`config.mk`:
```
export PLATFORM = sky130hd
export DESIGN_NAME = adder_arbiter
export DESIGN_NICKNAME = d
export VERILOG_FILES = /design/src/rtl/adder_arbiter.sv
export SDC_FILE = /design/constraint.sdc
export NUM_CORES = 1
export LEC_CHECK = 0
export CORE_MARGIN = 2
export CORE_UTILIZATION = 39
export CTS_CLUSTER_SIZE = 20
export DETAILED_ROUTE_END_ITERATION = 10
export GPL_ROUTABILITY_DRIVEN = 0
export PLACE_DENSITY = 0.68
export RECOVER_POWER = 50
export SLEW_MARGIN = 20
export SYNTH_ARGS = -nofsm -noshare
export SYNTH_HDL_FRONTEND = slang
export SYNTH_SLANG_ARGS = --single-unit
```
`constraint.sdc`:
```
create_clock -name clk -period 5.7 [get_ports clk]
set_input_delay 0.57 -clock clk [delete_from_list [all_inputs] [get_ports clk]]
set_output_delay 0.57 -clock clk [all_outputs]
set_load 0.01 [all_outputs]
```
`src/rtl/adder_arbiter.sv`:
```
// adder_arbiter: round-robin sharing of one fixed_point_adder among N_REQ requesters
module fixed_point_adder (
   input  logic        clk,
   input  logic        reset,
   input  logic        enable,
   input  logic [15:0] a,
   input  logic [15:0] b,
   output logic [15:0] sum,
   output logic        done
);
   logic [16:0] s1;
   logic        v1;
   // two-stage adder: widen and add on enable, publish halved sum with done one edge later
   always_ff @(posedge clk) begin
      if (reset) begin
         s1   <= '0;
         v1   <= 1'b0;
         sum  <= '0;
         done <= 1'b0;
      end else begin
         v1   <= enable;
         done <= v1;
         if (enable) s1 <= {a[15], a} + {b[15], b};
         if (v1) sum <= s1[16:1];
      end
   end
endmodule

module adder_arbiter #(
   parameter int N_REQ = 4,
   parameter int ID_W  = $clog2(N_REQ)
) (
   input  logic                clk,
   input  logic                reset,
   input  logic [N_REQ-1:0]    req,
   input  logic [N_REQ*16-1:0] a_in,
   input  logic [N_REQ*16-1:0] b_in,
   output logic [N_REQ-1:0]    ack,
   output logic [15:0]         result,
   output logic [ID_W-1:0]     result_id,
   output logic                busy
);
   typedef enum logic [1:0] {IDLE, ISSUE, WAIT} state_t;
   state_t            state, state_n;
   logic [ID_W-1:0]   ptr, id, win, idx;
   logic [15:0]       a_q, b_q, sum;
   logic [N_REQ-1:0]  mreq;
   logic              found, grant, enable, finish, done;
   assign mreq = req & ~ack;
   fixed_point_adder u_add (
      .clk    (clk),
      .reset  (~reset),
      .enable (enable),
      .a      (a_q),
      .b      (b_q),
      .sum    (sum),
      .done   (done)
   );
   // round-robin search from ptr; requester being acked this cycle is masked out
   always_comb begin
      found = 1'b0;
      win   = '0;
      idx   = '0;
      for (int k = 0; k < N_REQ; k++) begin
         idx = ID_W'((int'(ptr) + k) % N_REQ);
         if (!found && mreq[idx]) begin
            found = 1'b1;
            win   = idx;
         end
      end
   end
   // next state and FSM-driven controls
   always_comb begin
      grant   = (state == IDLE) && found;
      enable  = (state == ISSUE);
      finish  = (state == WAIT) && done;
      busy    = (state != IDLE);
      state_n = grant ? ISSUE : enable ? WAIT : finish ? IDLE : state;
   end
   // state register
   always_ff @(posedge clk or negedge reset) begin
      if (!reset) state <= IDLE;
      else        state <= state_n;
   end
   // operand latch at grant; result, ack and pointer update at completion
   always_ff @(posedge clk or negedge reset) begin
      if (!reset) begin
         ptr       <= '0;
         id        <= '0;
         a_q       <= '0;
         b_q       <= '0;
         ack       <= '0;
         result    <= '0;
         result_id <= '0;
      end else begin
         ack <= '0;
         if (grant) begin
            id  <= win;
            a_q <= a_in[{win, 4'b0} +: 16];
            b_q <= b_in[{win, 4'b0} +: 16];
         end
         if (finish) begin
            ack[id]   <= 1'b1;
            result    <= sum;
            result_id <= id;
            ptr       <= (id == ID_W'(N_REQ - 1)) ? '0 : id + 1'b1;
         end
      end
   end
endmodule

```
* Word-level counts from Yosys, hierarchy flattened
Cells that the tools add are included.
** Operators by class
- Magnitude comparators :: 6
- Divide/modulo/power cells :: 0
- Add/subtract/negate cells :: 5
- Shift operators :: 2
- Multipliers :: 0
- Reduce and logical (&&, ||, !) cells :: 12
- Bitwise gates (word level) :: 2
- Equality and inequality tests :: 3
- Muxes and demuxes :: 23
** Operators with widths (count)
- $shiftx 64x7->16 :: 2
- $add 16x16->17 :: 1
- $mux 2 :: 8
- $lt 2x3->1 const B :: 5
- $mux 1 :: 9
- $bmux 1 s2 :: 4
- $logic_and 1x1->1 :: 6
- $add 2x1->2 const B :: 2
- $add 2x2->2 const B :: 2
- $and 4x4->4 :: 1
- $eq 2x2->1 const B :: 2
- $mux 4 :: 1
- $not 4->4 :: 1
- $logic_not 1->1 :: 3
- $reduce_bool 3->1 :: 1
- $demux 1 s2 :: 1
- $eq 2x1->1 const B :: 1
- $ge 2x1->1 const B :: 1
- $logic_not 2->1 :: 1
- $reduce_bool 2->1 :: 1
** Word-level totals
- Memories kept :: 0
- Bits of input ports :: 134
- Register bits after elaboration :: 95
- Logic and storage cells :: 65
- RAM bits :: 0
- Bits in latches :: 0
- Memory bits (read-only) :: 0
- Output and inout bits :: 23

* Logic depth before layout (Yosys ltp)
Gate-level depths: netlist of the first run.
- Depth in word-level cells :: 16
- Depth in mapped cells :: 7
- Depth with buffers taken out :: 7

* By module
A second synthesis of the first run with hierarchy kept.
** Second synthesis, totals
- Cell total of the unflattened synthesis :: 546
- Area total of the unflattened synthesis :: 5415.2 µm²
** Modules (own cells, without submodules)
- adder_arbiter :: cells an instance 304, times used 1, seq. area each 1501.4 µm², area an instance 3358.2 µm²
- fixed_point_adder :: cells an instance 242, times used 1, seq. area each 680.7 µm², area an instance 2057.0 µm²

* Worst setup path before layout of the first run
OpenSTA, ideal clock, no wires.
- Path kind :: register -> register
- Start :: reg a_q[0]
- End :: reg u_add.s1[12]
- Setup time :: 0.125 ns
- Buffers on the path :: 0
- Required time :: 5.575 ns
- Period minus slack after synthesis :: 2.121 ns
- Stages on the path, launching flop included :: 8
- Slack :: 3.579 ns
- Data arrival time :: 1.996 ns
- Cell sequence :: dfrtp_1 > and2_1 > fa_1 > a211oi_2 > o21ai_1 > a2111oi_4 > or3_1 > nand3_1
** On the way
- Longest elaborated chain between the ends :: 1
** RTL lines
- from (decl) :: line 46 : logic [15:0] a_q, b_q, sum;
- from (signal assigned) :: line 99 : a_q <= a_in[{win, 4'b0} +: 16];
- $add 16x16->17 :: line 23 : if (enable) s1 <= {a[15], a} + {b[15], b};
- to (signal assigned) :: line 23
- to (decl) :: line 11 : logic [16:0] s1;
No other way between the ends.
A chain may end at the register's enable or synchronous reset.

* Worst setup path in the final report of the first run
- Start :: in req[0]
- End :: reg b_q[6]
** On the way
- Longest elaborated chain between the ends :: 14
- Elaborated cells between the ends (all ways) :: 25
- Classes of those cells :: 1 x shift; 16 x mux; 1 x bitwise; 7 x reduce/logical
** RTL lines
- from (decl) :: line 35 : input logic [N_REQ-1:0] req,
- $and 4x4->4 (*) :: line 49 : assign mreq = req & ~ack;
- $bmux 1 s2 :: line 66 : if (!found && mreq[idx]) begin
- $mux 1 (not written as such) :: line 66
- $mux 1 :: line 66
- $logic_not 1->1 :: line 66
- $logic_and 1x1->1 :: line 66
- $mux 1 :: line 66
- $logic_not 1->1 :: line 66
- $logic_and 1x1->1 :: line 66
- $mux 1 :: line 66
- $logic_not 1->1 :: line 66
- $logic_and 1x1->1 :: line 66
- $mux 2 / $mux 1 (equally long branches) :: line 66
- $shiftx 64x7->16 / $logic_and 1x1->1 (equally long branches) :: line 100, 74
- to (signal assigned) :: line 100 : b_q <= b_in[{win, 4'b0} +: 16];
- to (decl) :: line 46
Every way passes the cells marked *; elsewhere a longest branch is shown, timed or not. The select of a mux whose other input is x is not followed.

==> results, run 1 <==
- The final HPWL from detailed placement is 10,000 um.
- The data arrival time of the worst path is 3.04 ns.
- The TritonCTS clock tree is yes.
- The number of distinct library cell variants in the gate-level netlist after synthesis is 54.
- Setup repair after global routing left no endpoint under its margin.
- After clock tree synthesis, the repair step resized 0 gates.
- The worst setup path is of the input pin to flip-flop kind.
- The total die area is 15,000 um^2.
- After technology mapping, the gate count stands at 509.
- The count of endpoints failing hold in the final timing report came to 0.
- Yosys mapped a number of flops with a built-in enable equal to 0.
- The worst max-slew margin expressed relative to the limit is -1.91%.
- The post-cts hold buffer count is 0.
- Pin placement for this block handled 157 I/O pins.
- The most used flip-flop cell after synthesis is sky130_fd_sc_hd__dfrtp_1.
- Counting every sink on the clock net gives 94.
- The detailed route wirelength on metal3 is 689 um.
- The initial utilization of the core area, before any placement, comes to 39.7%.
- The number of levels in the clock H-tree is 3.
- Dividing total power by cell area gives a power density of 299 nW/um^2.
- For this run, the share of the core covered by cells in the final layout is 53.5%.
- The total overflow left after global routing is 0.
- The clock root buffer is sky130_fd_sc_hd__clkbuf_16.
- The worst setup path is captured at a flip-flop.
- The sum of negative setup slack is 0 ns.
- In this run the core area contains 43 standard-cell rows.
- The layout overhead on the synthesized area is 34.7%.
- For this run, asynchronously set or reset flops after synthesis account for 63.8%.
- The number of setup violations in the final report is 0.
- The number of antenna violations at the first check in global routing is 0.
- The average wire per standard cell is 15.5 um.
- The nature of the critical path startpoint is an input pin.
- The setup slack of the critical path after layout is 2.83 ns.
- The worst min-delay path category is flip-flop to flip-flop.
- The number of clock buffers added by TritonCTS is 9.
- The worst path needs 2.87 ns of the cycle, external delays included.
- In this run the worst path has a maximum fanout of 37.
- The number of DRC violations after detailed-routing iteration 0 is 183.
- In the routed design, unresolved DRC markers number 0.
- During synthesis, Yosys emitted a total of 0 warnings.
- The sequential area share after synthesis is 39.9%.
- The first-pass iteration count of the detailed router is 4.
- The die is 122 um wide.
- The worst slack after detailed placement is 2.44 ns.
- The data required time at the worst endpoint is 5.88 ns.
- On the final layout, the worst clock skew is 0.00570 ns.
- The later-pin clock latency in the skew report is 0.34 ns.
- In this run the tool buffered the top-level ports with 156 buffer cells.
- The number of nets produced by synthesis is 663.
- The max-slew violation count is 39.
- The post-route netlist has 11.8% of its cells at a drive strength greater than 1.
- The total number of vias is 4,333.
- The first-pass GRT wire length is 21,400 um.
- The startpoint identified for the worst register-to-register timing path is ack[0].
- The startpoint of the tightest hold check path is u_add.s1[7].
- Along the worst hold path, the cell count comes to 2.
- The number of buffers inserted by post-CTS setup repair is 0.
- The detailed-routing wirelength on met1 is 5870 um.
- The core footprint is 13,800 um^2.
- By area the synthesized netlist is led by sky130_fd_sc_hd__dfrtp_1 (27%), sky130_fd_sc_hd__mux2i_1 (15%), sky130_fd_sc_hd__dfxtp_1 (12%).
- The maximum clock frequency is 0.349 GHz.
- The area share of the largest cell type after synthesis is 27.4%.
- After detailed routing, the number of vias per cell comes to 5.20.
- The final reports fail on max-capacitance violations, max-slew violations.
- The largest area contributor in the netlist is sky130_fd_sc_hd__dfrtp_1.
- The total routing resource utilization after global routing is 18.1%.
- The number of register bits inferred by synthesis is 94.
- The transition at the pin with the smallest max-transition slack is 1.53 ns.
- After layout, the worst path uses 50.3% of the clock period.
- The highest metal layer used by the detailed router is met4.
- The repair_antennas step left the layout with diodes totalling 0.
- The number of max-cap violations is 1.
- The total length of routed met2 wires is 6090 um.
- After the last flow step, the layout net total stands at 803.
- The run finished, with violations left.
- The largest net degree at the start of global routing is 67.
- The leakage power figure is 0.00293 uW.
- The via count of the first global-routing pass came to 4,450.
- The critical path starts at req[0].
- The die is 122 um tall.
- The number of cells on the worst reg-to-reg path is 5.
- For this block, the routed nets add up to 13,000 um of wire.
- VDD sags by at most 157 uV.
- The clock tree buffer depth is 2.
- The worst hold slack is 0.470 ns.
- The post-synthesis cell area is 5470 um^2.
- After clock tree synthesis, the clock-pin slew on the worst setup and hold paths is 0.07 ns.
- Once detail routing completed, the nets flagged for antenna violations numbered 0.
- The post-synthesis average cell area is 10.8 um^2.
- The final-layout fill cell count is 1,288.
## power by group
part	total, uW	switching [uW]	internal [uW]
clock network	598	254	344
registers	831	75.1	756
logic	776	410	366
total	2210	740	1470
## state kept, by name, indices dropped and copies added (netlist names)
| signal | flops |
|---|---|
| a_q | 16 |
| b_q | 16 |
| result | 16 |
| u_add.s1 | 16 |
| u_add.sum | 16 |
| ack | 4 |
| id | 2 |
| ptr | 2 |
| result_id | 2 |
| state | 2 |
| u_add.done | 1 |
| u_add.v1 | 1 |
## final cells by class
class | instances | area (um^2) | share of cell area (%)
multi-input combinational | 370 | 3030 | 41.1
sequential | 94 | 2180 | 29.6
timing repair buffer | 161 | 1590 | 21.5
clock buffer | 10 | 229 | 3.10
tap | 180 | 225 | 3.05
clock inverter | 6 | 67.6 | 0.916
inverter | 13 | 48.8 | 0.662
## kinds of logic (layout without fill, tap and decap cells)
kind of cell | count (synthesis) | in the layout | synth area share (%)
adders and majority gates | 20 | 20 | 4.71
AOI/OAI and AO/OA | 109 | 109 | 18.8
buffers and inverters | 45 | 190 | 4.98
DFF | 94 | 94 | 39.9
and+or+nand+nor | 139 | 139 | 12.6
muxes | 99 | 99 | 18.5
xor gates and xnor gates | 3 | 3 | 0.480
## critical path, stage by stage
cell and delay, ns:
sky130_fd_sc_hd__clkdlybuf4s50_1 0.45, sky130_fd_sc_hd__nor2b_4 0.16, sky130_fd_sc_hd__o41ai_4 0.32, sky130_fd_sc_hd__buf_4 0.38, sky130_fd_sc_hd__nand2b_2 0.89, sky130_fd_sc_hd__o221ai_1 0.24
## cells in the mapped netlist, drive strengths merged (13+ instances only)
master / instances
nand2: 56
dfrtp: 60
nor2: 15
ha: 19
clkbuf: 14
mux2i: 81
buf: 18
o21ai: 20
inv: 13
nand3: 16
nor2b: 21
a21oi: 18
mux2: 18
o221ai: 32
dfxtp: 34
## cells in the final DEF (no fill, tap or decap), types with 15 or more instances in the layout
cell type,Yosys,routed
sky130_fd_sc_hd__o21ai_0,16,16
sky130_fd_sc_hd__o221ai_2,31,31
sky130_fd_sc_hd__dfrtp_1,60,60
sky130_fd_sc_hd__mux2_2,18,18
sky130_fd_sc_hd__mux2i_1,81,81
sky130_fd_sc_hd__nand2_1,56,56
sky130_fd_sc_hd__dfxtp_1,34,34
sky130_fd_sc_hd__nand3_1,16,16
sky130_fd_sc_hd__nor2_1,15,15
sky130_fd_sc_hd__ha_1,19,19
sky130_fd_sc_hd__a21oi_1,18,17
sky130_fd_sc_hd__clkdlybuf4s50_1,0,155
sky130_fd_sc_hd__nor2b_1,19,19
## per-stage QoR
step	area [um^2]	cells	power, uW
6_report	7370	834	2210
4_1_cts	7370	833	2220
5_1_grt	7370	834	2340
2_1_floorplan	5470	509	1360
3_3_place_gp	7080	817	1590
3_5_place_dp	7080	817	1610
## layer usage
layer / GRT usage (%) / vias to the layer above
li1: - / 2161
met1: 23.9 / 2013
met2: 29.3 / 138
met3: 2.88 / 21
met4: 7.54 / 0
met5: 0 / -
## path summary, 6_finish.rpt
check,slack (ns),end
worst max-delay path,2.83,b_q[6]
max in group asynchronous,3.60,result[9]
worst min register to register,0.47,u_add.s1[7]
min in group asynchronous,0.61,result[14]
worst max register to register,3.17,b_q[6]
worst min-delay path,0.47,u_add.s1[7]
Power figures use the tool's default switching activity.
==> run 2: changes to the inputs <==
==> constraint.sdc (replaced) <==
create_clock -name clk -period 2.89 [get_ports clk]
set_input_delay 0.289 -clock clk [delete_from_list [all_inputs] [get_ports clk]]
set_output_delay 0.289 -clock clk [all_outputs]
set_load 0.01 [all_outputs]
==> run 2 against run 1 <==
Against the previous run:
- critical path depth grew 1
- die area is the same
- utilization increased by 0.48 points
- highest routed layer unchanged
- clock skew grew 0.0016 ns
- the flow now finishes without violations
- wire length up 0.50%
- setup slack worse by 2.3 ns
- first-iteration DRC count rose by 22%
- cell area rose by 0.90%
- cell count increased by 0.60%
- hold slack got worse by 0.0021 ns
==> results, run 2 (same netlist as run 1, synthesis figures left out) <==
- 0 antenna diodes ended up in the layout.
- The run finished with clean final reports.
- The via count of the first global-routing pass is 4,433.
- Measured against its own limit, the worst slew margin works out to 30.9%.
- The number of remaining DRC errors is 0.
- Relative to the synthesized area, the layout overhead comes to 35.9%.
- Once layout is complete, the cells apart from fillers number 839.
- The worst hold path terminates at u_add.s1[9].
- The count of buffers from port buffering is 156.
- The number of buffers inserted by post-CTS setup repair is 0.
- The slowest stage of the critical path belongs to the cell sky130_fd_sc_hd__a2111oi_4.
- The worst min-delay path category is flip-flop to flip-flop.
- The core footprint is 13,800 um^2.
- The I/O pin count is 157.
- Counting instances, the worst hold path has a depth of 2.
- At the pin with the least slew margin, the transition time is 1.03 ns.
- The average wire per standard cell is 15.5 um.
- After floorplanning, the core was divided into 43 placement rows.
- The worst-case IR drop observed on VDD is 330 uV.
- The remaining number of nets flagged by the antenna check after routing is 0.
- Counting every sink on the clock net gives 94.
- The maximum fanout along the worst path is 5.
- STA classifies the critical path startpoint as a flip-flop.
- The max-slew violation count is 0.
- Leaving out fill and tap cells, the most frequent cells in the layout are sky130_fd_sc_hd__clkdlybuf4s50_1 (134), sky130_fd_sc_hd__mux2i_1 (81), sky130_fd_sc_hd__dfrtp_1 (60).
- In the finished design, the share of the clock period the worst path needs comes to 83.2%.
- For the worst setup path, the data arrival time is 2.67 ns.
- The critical register-to-register path startpoint is a_q[0].
- For the worst setup path, the data required time is 3.16 ns.
- The clock edge transition at the registers on the reported setup and hold paths is 0.07 ns.
- For flop-to-flop paths, the worst setup slack is 0.48 ns.
- The number of levels in the clock H-tree is 3.
- The number of cells on the worst reg-to-reg path is 7.
- Detailed placement ended at an HPWL of 10,200 um.
- The clock tree buffer depth is 2.
- In the routed layout, each cell is associated on average with a via count of 5.21.
- The most common cell after layout, fill and taps aside is sky130_fd_sc_hd__clkdlybuf4s50_1.
- In this run the most critical hold path is launched from u_add.s1[9].
- The analysis attributes to cell leakage a power of 0.00304 uW.
- The first-pass GRT wire length is 21,400 um.
- The die is 122 um wide.
- The later-pin clock latency in the skew report is 0.34 ns.
- Derived from the worst setup path, the maximum achievable clock frequency is 0.416 GHz.
- The number of setup violations in the final report is 0.
- For this run the aggregate overflow at the end of global routing stands at 0.
- Buffers inserted to repair hold after CTS numbered 1.
- Setup repair after global routing left no endpoint under its margin.
- For the finished layout, the period the worst path requires is 2.41 ns.
- The die height is 122 um.
- The critical path goes through and2_1 > fa_1 > a211oi_2 > o21ai_1 > a2111oi_4 > o2111ai_1 > a21oi_1.
- The count of endpoints failing hold in the final timing report is 0.
- The first TritonRoute pass finished after 4 iterations.
- The total routing resource utilization after global routing is 18.0%.
- The power consumption is 4320 uW.
- Of the cells placed in the final design, the portion with a size suffix greater than 1 is 12.7%.
- The number of DRC violations after detailed-routing iteration 0 is 223.
- The TritonCTS clock tree is yes.
- The number of antenna violations at the first check in global routing is 0.
- The sum of negative setup slack is 0 ns.
- Including well taps, the total number of placed cells is 822.
- The tree is rooted in a sky130_fd_sc_hd__clkbuf_16.
- The kind of end point of the critical path is a flip-flop.
- After the last flow step, the layout net total stands at 808.
- The largest net degree at the start of global routing is 67.
- The die covers 15,000 um^2.
- The largest single stage delay on the critical path is 0.52 ns.
- The routed design has 13,000 um of wire.
- Between clock sinks in the finished design, the worst skew comes to 0.00726 ns.
- The kind of critical path is flip-flop to flip-flop.
- The total power divided by cell area is 581 nW/um^2.
- The number of max-cap violations is 0.
- The final core utilization is 54.0%.
- The capturing point of the worst reg2reg path is u_add.s1[16].
- Gates resized during post-CTS repair numbered 0.
- For this configuration, the core starts out at a cell density of 39.7%.
- The CTS buffer count is 9.
- The total number of vias is 4,375.
## run 2: cell types whose count changed in the layout (fill, tap and decap cells not counted)
| cell | delta |
|---|---|
| sky130_fd_sc_hd__clkbuf_1 | -3 |
| sky130_fd_sc_hd__buf_4 | +3 |
| sky130_fd_sc_hd__clkdlybuf4s50_1 | -21 |
| sky130_fd_sc_hd__clkinv_4 | +1 |
| sky130_fd_sc_hd__bufinv_16 | -1 |
| sky130_fd_sc_hd__clkbuf_2 | +1 |
| sky130_fd_sc_hd__clkbuf_8 | +2 |
| sky130_fd_sc_hd__buf_12 | +2 |
| sky130_fd_sc_hd__dlygate4sd3_1 | +22 |
| sky130_fd_sc_hd__inv_4 | -1 |
## run 2: metal layers
metal	share of wire (%)	vias to the layer above	global-route usage [%]	routed length (um)
li1	-	2172	-	-
met1	45	2022	23.8	5920
met2	47	165	29.9	6130
met3	5.6	16	3.76	730
met4	1.9	0	5.10	252
met5	0	-	0	0
## run 2: stage by stage
step	setup slack [ns]	hold WS (ns)	instance area [um^2]
floorplan	0.769	-0.00659	5470
global placement	0.393	0.368	7140
detailed placement	0.291	0.372	7140
CTS	0.517	0.468	7440
global route	0.333	0.492	7440
finish	0.484	0.468	7440
## run 2: how the worst max path moves through the flow
| stage | slack, ns | to | start |
|---|---|---|---|
| finish | 0.48 | u_add.s1[16] | a_q[0] |
| CTS | 0.52 | u_add.s1[16] | b_q[0] |
| floorplan | 0.77 | u_add.s1[12] | a_q[0] |
| global route | 0.33 | u_add.s1[14] | b_q[0] |
| global placement | 0.39 | b_q[6] | req[0] |
| detailed placement | 0.29 | b_q[12] | req[2] |
## run 2: area by class of cell
| cell class | instances | area, um^2 |
|---|---|---|
| fill | 1247 | 6330 |
| multi-input combinational | 370 | 3030 |
| sequential | 94 | 2180 |
| timing repair buffer | 166 | 1660 |
| clock buffer | 11 | 253 |
| tap | 180 | 225 |
| inverter | 13 | 48.8 |
| clock inverter | 5 | 40.0 |
## run 2: where the power goes
part	internal, uW	switching (uW)
Sequential	1490	153
Clock	639	513
Combinational	726	801
Total	2860	1470
## run 2: worst max-delay path: cells and delay by family, from the launching register on
family                     cells  cell delay, ns
adders and majority gates      1            0.43
AOI/OAI and AO/OA              5            1.33
DFF                            1            0.39
and+or+nand+nor                1            0.17
==> run 3: changes to the inputs <==
==> constraint.sdc (replaced) <==
create_clock -name clk -period 2.5 [get_ports clk]
set_input_delay 0.25 -clock clk [delete_from_list [all_inputs] [get_ports clk]]
set_output_delay 0.25 -clock clk [all_outputs]
set_load 0.01 [all_outputs]
==> run 3 against run 2 <==
Against the previous run:
- critical path depth unchanged
- utilization increased by 0.30 points
- global-route usage grew 0.57 points
- highest routed layer unchanged
- fmax up 3.5%
- critical path type unchanged
- wire length rose by 4.1%
- combinational power increased by 16%
- clock-buffer cell count decreased by 2
- largest power group unchanged
==> results, run 3 (same netlist as run 1, synthesis figures left out) <==
- The remaining number of nets flagged by the antenna check after routing is 0.
- Fill cells in the final layout number 1,234.
- Setup violations remaining at the end of the flow were counted as 0.
- The number of antenna diodes in the final layout is 0.
- The sequential share of power is 37.3%.
- The number of max-cap violations is 0.
- For this run, design rule violations remaining after detail routing come to 0.
- The clock root buffer is sky130_fd_sc_hd__clkbuf_16.
- The switching fraction of total power is 34.2%.
- After global routing the overflow that remains totals 0.
- The number of nets in the finished design is 812.
- The floorplan step defined a core boundary enclosing 13,800 um^2.
- The run finished with clean final reports.
- The total routing resource utilization after global routing is 18.6%.
- The data arrival time of the worst path is 2.60 ns.
- The later-pin clock latency in the skew report is 0.34 ns.
- The leakage power figure is 0.00307 uW.
- The total number of vias is 4,434.
- Detailed placement finished with a half-perimeter wire length of 10,200 um.
- The worst voltage drop across the vdd grid is 371 uV.
- The TritonCTS clock tree is yes.
- The maximum clock frequency is 0.430 GHz.
- Counting I/O delays and the setup requirement, the final critical path takes 2.32 ns.
- The worst max-slew margin expressed relative to the limit is 26.8%.
- The number of antenna violations at the first check in global routing is 0.
- The kind of critical path is flip-flop to flip-flop.
- After floorplanning, the core was divided into 43 placement rows.
- In the final layout, the multi-input gates occupy 3030 um^2.
- The maximum fanout along the worst path is 5.
- Setup repair after global routing left no endpoint under its margin.
- The count of endpoints failing hold in the final timing report is 0.
- STA classifies the critical path startpoint as a flip-flop.
- Dividing the detail-routed via count by the number of cells gives 5.26.
- The count of buffers from port buffering is 156.
- The floorplan step set the die height to 122 um.
- The floorplan step set the die width to 122 um.
- The signal on the critical path passes through and2_0 > fa_1 > a211oi_2 > o21ai_2 > a2111oi_4 > o2111ai_1 > a21oi_1.
- For the pin with the worst max-slew slack, the measured transition is 1.10 ns.
- CTS saw 94 sinks.
- The max-slew violation count came to 0.
- The die covers 15,000 um^2.
- The largest delay contributor family on the critical path is compound AO/OA/AOI/OAI gates.
- Summed over all nets, the switching power comes to 1740 uW.
- The delay of the slowest cell on the worst path is 0.46 ns.
- The number of DRC violations after detailed-routing iteration 0 is 235.
- The number of levels in the clock H-tree is 3.
- The number of buffers inserted by post-CTS setup repair is 0.
- The library cell used most frequently in the layout, excluding fill and tap cells, is sky130_fd_sc_hd__clkdlybuf4s50_1.
- The worst register-to-register path has a setup slack of 0.18 ns.
- The via count of the first global-routing pass was 4,600.
- The average wire per standard cell is 16.1 um.
- After layout, the worst path uses 92.9% of the clock period.
- Dividing total power by cell area gives a power density of 681 nW/um^2.
- The setup clock skew after layout is 0.00719 ns.
- Entering global routing, the biggest net connects 61 pins.
- The CTS buffer count is 9.
- In the final layout, the share of cells above drive strength 1 is 13.3%.
- The I/O pin count is 157.
- Summed over all layers, the routed wires come to 13,600 um.
- The data required time at the worst endpoint is 2.77 ns.
- Combinational logic burns 34.9% of the power.
- In the final layout, flip-flops and latches occupy 2180 um^2.
- The clock tree buffer depth is 2.
- The total internal power is 3360 uW.
- The tightest hold path in the finished design has a slack of 0.473 ns.
- The worst min-delay path category is flip-flop to flip-flop.
- After clock tree synthesis, the clock-pin slew on the worst setup and hold paths is 0.07 ns.
- The first global-routing pass estimated 22,200 um of wire.
- The worst path buffer plus inverter count is 0.
- The area growth from synthesis to layout is 36.7%.
- STA classifies the critical path endpoint as a flip-flop.
- The first TritonRoute pass finished after 5 iterations.
- The clock network accounts for 27.8% of the total power.
- In the layout the commonest cells are sky130_fd_sc_hd__clkdlybuf4s50_1 (133), sky130_fd_sc_hd__mux2i_1 (81), sky130_fd_sc_hd__dfrtp_1 (60).
- The starting density of the core is 39.7%.
- Setup slack on the critical path of the routed design comes to 0.176 ns.
- The worst slack after detailed placement is -0.206 ns.
- Among all stages on the critical path, the largest delay is contributed by sky130_fd_sc_hd__a2111oi_4.
[run 3: final cells by class]
class	instances	area share (%)
clock buffers	9	3.01
flip-flops and latches	94	29.2
multi-input cells	371	40.5
repair buffers	169	22.6
clock inverters	7	1.07
well taps	180	3.01
inverters	13	0.652
[run 3: stage by stage]
step | cell area, um^2 | utilization (%) | power (uW) | instances | setup TNS, ns
after floorplan | 5470 | - | 3100 | 509 | 0
after global placement | 7180 | 52.1 | 3640 | 825 | -0.871
after detailed placement | 7180 | 52.1 | 3660 | 825 | -3.13
after CTS | 7490 | 54.4 | 5110 | 842 | 0
after global routing | 7480 | 54.3 | 5420 | 843 | 0
final | 7480 | 54.3 | 5100 | 843 | 0
[run 3: power by group through the flow]
stage	registers (uW)	clock network (uW)	logic [uW]
finish	1900	1420	1780
global route	1930	1510	1980
CTS	1900	1440	1760
detailed placement	1930	0	1730
global placement	1930	0	1710
floorplan	1860	0	1240
[run 3: metal layers]
| layer | track usage [%] | wire [um] | up-vias |
|---|---|---|---|
| li1 | - | - | 2185 |
| met1 | 24.9 | 6210 | 2081 |
| met4 | 6.68 | 319 | 0 |
| met3 | 3.16 | 708 | 22 |
| met2 | 30.2 | 6320 | 146 |
| met5 | 0 | 0 | - |
[run 3: worst min-delay path: cells and delay by family (launching register included)]
kind | cells | cell delay, ns
DFF | 1 | 0.31
AOI/OAI and AO/OA | 1 | 0.06
and+or+nand+nor | 1 | 0.05
[run 3: path summary, 6_finish.rpt]
path | from | end | cells past startpoint
hold reg to reg | u_add.s1[1] | u_add.s1[1] | 2
setup reg to reg | a_q[0] | u_add.s1[16] | 7
hold / removal | u_add.s1[1] | u_add.s1[1] | 2
max in group asynchronous | reset | b_q[10] | 3
min in group asynchronous | reset | result[3] | 2
setup / recovery | a_q[0] | u_add.s1[16] | 7
[run 3: what timing repair did]
| item | CTS | global route |
|---|---|---|
| endpoints found under the hold margin | 18 | 0 |
| endpoints found under the setup margin | 0 | 22 |
| gates resized for setup | 0 | 1 |
| hold buffers | 1 | 0 |
